### config.mk
export PLATFORM = sky130hd
export DESIGN_NAME = mem_arbiter
export DESIGN_NICKNAME = d
export VERILOG_FILES = /design/src/rtl/rv32i_pkg.sv /design/src/rtl/mem_arbiter_rr_arb2.sv /design/src/rtl/mem_arbiter.sv
export SDC_FILE = /design/constraint.sdc
export NUM_CORES = 1
export LEC_CHECK = 0
export CAP_MARGIN = 30
export CORE_AREA = 2 2 85 87
export CTS_CLUSTER_SIZE = 10
export DETAILED_ROUTE_END_ITERATION = 16
export DIE_AREA = 0 0 87 89
export PLACE_DENSITY = 0.75
export SYNTH_ARGS = -nofsm -noshare
export SYNTH_HDL_FRONTEND = slang
export SYNTH_HIERARCHICAL = 1
export SYNTH_SLANG_ARGS = --single-unit
### constraint.sdc
create_clock -name clk -period 3.5 [get_ports clk]
set_clock_uncertainty 0.1 [all_clocks]
set_input_delay 0.875 -clock clk [delete_from_list [all_inputs] [get_ports clk]]
set_output_delay 0.875 -clock clk [all_outputs]
set_load 0.02 [all_outputs]
### src/rtl/rv32i_pkg.sv
// rtl/rv32i_pkg.sv - shared memory sizing constants and requester ownership type
package rv32i_pkg;

  localparam int DATA_MEM_WORDS = 4096;
  localparam int MEM_ADDR_WIDTH = $clog2(DATA_MEM_WORDS);

  typedef enum logic {
    OWN_IFU = 1'b0,
    OWN_LSU = 1'b1
  } mem_owner_t;

endpackage

### src/rtl/mem_arbiter_rr_arb2.sv
// rtl/mem_arbiter_rr_arb2.sv - combinational 2-way round-robin picker
module rr_arb2
  import rv32i_pkg::*;
(
  input  logic [1:0] req_i,   // bit 0 = IFU, bit 1 = LSU
  input  mem_owner_t last_i,
  output logic [1:0] gnt_o
);

  always_comb begin
    gnt_o = 2'b00;
    unique case (req_i)
      2'b01:   gnt_o = 2'b01;
      2'b10:   gnt_o = 2'b10;
      // on contention the side that did not win last time goes next
      2'b11:   gnt_o = (last_i == OWN_IFU) ? 2'b10 : 2'b01;
      default: gnt_o = 2'b00;
    endcase
  end

endmodule

### src/rtl/mem_arbiter.sv
// rtl/mem_arbiter.sv - shares one single-port synchronous memory between fetch and load/store
module mem_arbiter
  import rv32i_pkg::*;
#(
  parameter int AW = MEM_ADDR_WIDTH,
  parameter int DW = 32
) (
  input  logic            clk,
  input  logic            rst,

  input  logic            ifu_req_i,
  input  logic [AW-1:0]   ifu_addr_i,
  input  logic            ifu_flush_i,
  output logic            ifu_gnt_o,
  output logic            ifu_rvalid_o,
  output logic [DW-1:0]   ifu_rdata_o,

  input  logic            lsu_req_i,
  input  logic            lsu_we_i,
  input  logic [DW/8-1:0] lsu_be_i,
  input  logic [AW-1:0]   lsu_addr_i,
  input  logic [DW-1:0]   lsu_wdata_i,
  output logic            lsu_gnt_o,
  output logic            lsu_rvalid_o,
  output logic [DW-1:0]   lsu_rdata_o,

  input  logic            mem_gnt_i,
  input  logic [DW-1:0]   mem_rdata_i,
  output logic            mem_en_o,
  output logic            mem_we_o,
  output logic [DW/8-1:0] mem_be_o,
  output logic [AW-1:0]   mem_addr_o,
  output logic [DW-1:0]   mem_wdata_o
);

  mem_owner_t last_q, last_d;
  mem_owner_t own_q, own_d;
  logic       vld_q, vld_d;

  logic [1:0] req_v;
  logic [1:0] gnt;
  logic       accept;
  logic       resp_ifu;
  logic       resp_lsu;

  // a flushed fetch never competes, so LSU can still win that cycle
  assign req_v = {lsu_req_i, ifu_req_i & ~ifu_flush_i} & {2{mem_gnt_i & ~rst}};

  rr_arb2 u_rr_arb2 (
    .req_i  (req_v),
    .last_i (last_q),
    .gnt_o  (gnt)
  );

  assign ifu_gnt_o = gnt[0];
  assign lsu_gnt_o = gnt[1];
  assign accept    = |gnt;

  always_comb begin
    mem_en_o    = accept;
    mem_we_o    = 1'b0;
    mem_be_o    = '1;
    mem_addr_o  = ifu_addr_i;
    mem_wdata_o = '0;
    if (gnt[1]) begin
      mem_we_o    = lsu_we_i;
      mem_be_o    = lsu_be_i;
      mem_addr_o  = lsu_addr_i;
      mem_wdata_o = lsu_wdata_i;
    end
  end

  always_comb begin
    last_d = last_q;
    own_d  = own_q;
    vld_d  = accept;
    if (accept) begin
      last_d = gnt[1] ? OWN_LSU : OWN_IFU;
      own_d  = gnt[1] ? OWN_LSU : OWN_IFU;
    end
  end

  always_ff @(posedge clk) begin
    if (rst) begin
      last_q <= OWN_IFU;
      own_q  <= OWN_IFU;
      vld_q  <= 1'b0;
    end else begin
      last_q <= last_d;
      own_q  <= own_d;
      vld_q  <= vld_d;
    end
  end

  // a response landing in a reset cycle is dropped; flush only kills fetch responses
  assign resp_ifu = vld_q & ~rst & (own_q == OWN_IFU) & ~ifu_flush_i;
  assign resp_lsu = vld_q & ~rst & (own_q == OWN_LSU);

  assign ifu_rvalid_o = resp_ifu;
  assign lsu_rvalid_o = resp_lsu;
  assign ifu_rdata_o  = resp_ifu ? mem_rdata_i : '0;
  assign lsu_rdata_o  = resp_lsu ? mem_rdata_i : '0;

endmodule

==> impl_results.md <==
- Cell variety after synth: 21
- RR Endpoint: vld_q$_SDFF_PP0_
- Max Freq: 291 MHz
- Share of layout cells above drive strength 1: 17.7%
- 1st-iter DRT viols: between 50 and 60
- Port Buffers: 216
- Ports: 217
- Seq/Total Area, Yosys: under 10%
- Syn Area/Cell: between 5 and 6 sq um
- Filler cells: 635
- DR WL/cell: 12.6 um
- Sequential power share: 6.7%
- # rows: 30
- Top post-synthesis cells by area: and2_1, nor2_2, nor2_1, mux2_2, nand2_1
- Placer Congestion: 0.794
- Pleak: 1.65 nW
- Avg Vias per Cell: 4.04
- Clock Latency Late Sink: 0.21 ns
- Nets@finish: 496
- CP max stage cell: mux2_2
- Final Cycle Share: 98.1%
- Sw power: 0.120 mW
- DP Area: 3350 sq um
- Die Ht: 89 um
- Worst-margin pin slew: around 0.32 ns
- Final Max Tran Viols: 0
- First-pass GRT wire length: roughly 9000 um
- Syn_nets: approximately 280
- Tot Pwr: 0.376 mW
- Area Overhead vs Synth: 224%
- Worst R2R Setup Slack: about 2.0 ns
- Slew headroom: between 70% and 80%
- Internal Power: ~0.26 mW
- Logic pwr share: 68.8%
- Clock transition at the registers of the reported paths: 0.03 ns
- Total track usage: 14.2%
- CP peak stage delay: 0.33 ns
- Final Cell Area: 3400 sq um
- Core ar.: 6720 sq um
- Number of CTS-inserted buffers: 3
- VDD IR max: 0.0617 mV
- Crit path time final: 3.43 ns
- Number of global-route vias before repair: 1855
- H-tree Lvls: 1
- Cell taking the most area after synthesis: and2_1
- CP Class: input pin to output port
- CTS tree: done
- Reg2reg path depth: 5
- DIE WIDTH: 87 um
- Critical path launch point: rst
- Cell count after synthesis: roughly 180
- Setup crit end: mem_addr_o[10]
- Clock power frac: 24.5%
- Largest fanout on the critical path: 4
- Pin count of the biggest net entering global routing: 34
- R2R Path Start: own_q$_SDFFE_PP0P_
- Remaining DRCs: 0
- RSZ-0062 raised after global routing: yes
- Crit path arrival time: 2.46 ns
- Final hold vios: 0
- CTS root buffer: clkbuf_8
- Yosys reg bits: 2
- Drt pass-1 iters: 4
- Cell Area, Synth: 1050 sq um
- Dpl hpwl: around 5000 um
- # diodes: 0
- Die Area: 7740 sq um
- Total wire length: 6010 um
- Via count: 1920
- CP Launch Type: input pin
- Total grt overflow: 0
- Crit path cell chain: dlygate4sd2_1 -> and3b_1 -> a21boi_4 -> buf_4 -> mux2_2 -> dlygate4sd2_1
- Sw Share: 32.0%
- WHS Path Cells: 2
- Hold WS: approximately 0.53 ns
- Starting Density: ~16%
- Worst Setup End Kind: output port
- Synth warnings: 6
- Min-Delay Path Class: flip-flop to flip-flop
- WP data required: 2.52 ns
- Hold-fix buffers, CTS: 0
- Most common cell on crit path: dlygate4sd2_1
- Post-DRT Antenna Nets: 0
- Initial antenna violation count: 0
- Pwr Density: 111 nW/um^2
- Final setup viols: 0
- Max Cap Violations: 0
- Clk buf depth: 2
- Clock sinks: 2
- Synth top area share: 19.7%
- Status: finished, final reports clean
==> critical path: cells and delay by family <==
family / cells / cell delay (ns)
AO/OA/AOI/OAI: 1 / 0.24
multiplexers: 1 / 0.33
AND/OR/NAND/NOR: 1 / 0.25
buffers and inverters: 3 / 0.76
==> power groups by stage <==
stage | Sequential (mW) | Clock, mW | Combinational [mW]
floorplan | 0.0249 | 0 | 0.0967
global placement | 0.0254 | 0 | 0.269
detailed placement | 0.0255 | 0 | 0.271
CTS | 0.0252 | 0.0959 | 0.265
global route | 0.0254 | 0.0951 | 0.278
finish | 0.0252 | 0.0923 | 0.259
==> timing repair <==
item	in CTS	in global routing
gates resized for setup	94	31
setup endpoints to repair	118	31
setup buffers	2	0
pin swaps	1	0
cloned	2	0
==> cell usage in the layout, fill, tap and decap left out <==
| cell | n |
|---|---|
| clkdlybuf4s50_1 | 126 |
| dlygate4sd2_1 | 59 |
| nor2_1 | 36 |
| and2_1 | 33 |
| nand2_1 | 32 |
| nor2_2 | 30 |
| dlymetal6s2s_1 | 14 |
| mux2_2 | 11 |
| clkdlybuf4s15_1 | 10 |
| nand2b_1 | 5 |
| buf_12 | 5 |
| buf_4 | 5 |
| inv_1 | 3 |
| clkbuf_8 | 3 |
| buf_2 | 3 |
| clkbuf_2 | 3 |
| buf_6 | 3 |
| buf_16 | 2 |
| dfxtp_1 | 2 |
| or2_2 | 1 |
| mux2_4 | 1 |
| or3_2 | 1 |
| and4bb_2 | 1 |
| and3b_1 | 1 |
| or2b_1 | 1 |
| a21oi_1 | 1 |
| and2b_1 | 1 |
| a21boi_4 | 1 |
| a21boi_1 | 1 |
==> registers in the layout, indices dropped and copies added, names as in the netlist <==
name,flops
own_q,1
vld_q,1
==> layer usage <==
metal  global-route usage (%)  part of all wire [%]
met1                     13.7                    33
met2                     27.6                    52
met3                     5.36                    14
met4                     4.83                   1.3
met5                        0                     0
==> metrics by stage <==
stage                     worst slack [ns]  TNS (ns)  utilization, %  instances
after floorplan                      0.170         0               -        179
after global placement              -0.336    -22.31            49.8        468
after detailed placement            -0.389    -25.25            49.8        468
after CTS                         0.000101         0            50.4        475
after global routing              -0.00154  -0.00154            50.7        475
final                               0.0660         0            50.7        475
==> how the worst min path moves through the flow <==
stage | from | endpoint
after floorplan | own_q$_SDFFE_PP0P_ | own_q$_SDFFE_PP0P_
after global placement | own_q$_SDFFE_PP0P_ | own_q$_SDFFE_PP0P_
after detailed placement | own_q$_SDFFE_PP0P_ | own_q$_SDFFE_PP0P_
after CTS | own_q$_SDFFE_PP0P_ | own_q$_SDFFE_PP0P_
after global routing | own_q$_SDFFE_PP0P_ | own_q$_SDFFE_PP0P_
final | own_q$_SDFFE_PP0P_ | own_q$_SDFFE_PP0P_
==> cell usage after synthesis <==
master / number
nor2_1: 36
and2_1: 33
nand2_1: 32
nor2_2: 30
mux2_2: 12
buf_2: 7
clkbuf_1: 6
nand2b_1: 5
buf_8: 3
inv_1: 3
dfxtp_1: 2
a21boi_0: 1
a21boi_1: 1
a21oi_1: 1
and2b_1: 1
and3b_1: 1
and4bb_2: 1
buf_6: 1
or2_2: 1
or2b_1: 1
or3_1: 1
==> area by class of cell <==
type | instances | area [sq um] | share of cell area, %
timing repair buffer | 230 | 2310 | 67.9
multi-input combinational | 157 | 901 | 26.5
tap | 80 | 100 | 2.94
clock buffer | 3 | 41.3 | 1.21
sequential | 2 | 40.0 | 1.18
inverter | 3 | 11.3 | 0.331
==> logic make-up after synthesis <==
| kind of cell | after synthesis | synth area share [%] |
|---|---|---|
| simple gates | 142 | 69.5 |
| buf+inv | 20 | 11.9 |
| mux | 12 | 12.9 |
| compound gates | 3 | 1.91 |
| flops | 2 | 3.81 |
No activity file was read; power rests on OpenSTA's default activity.
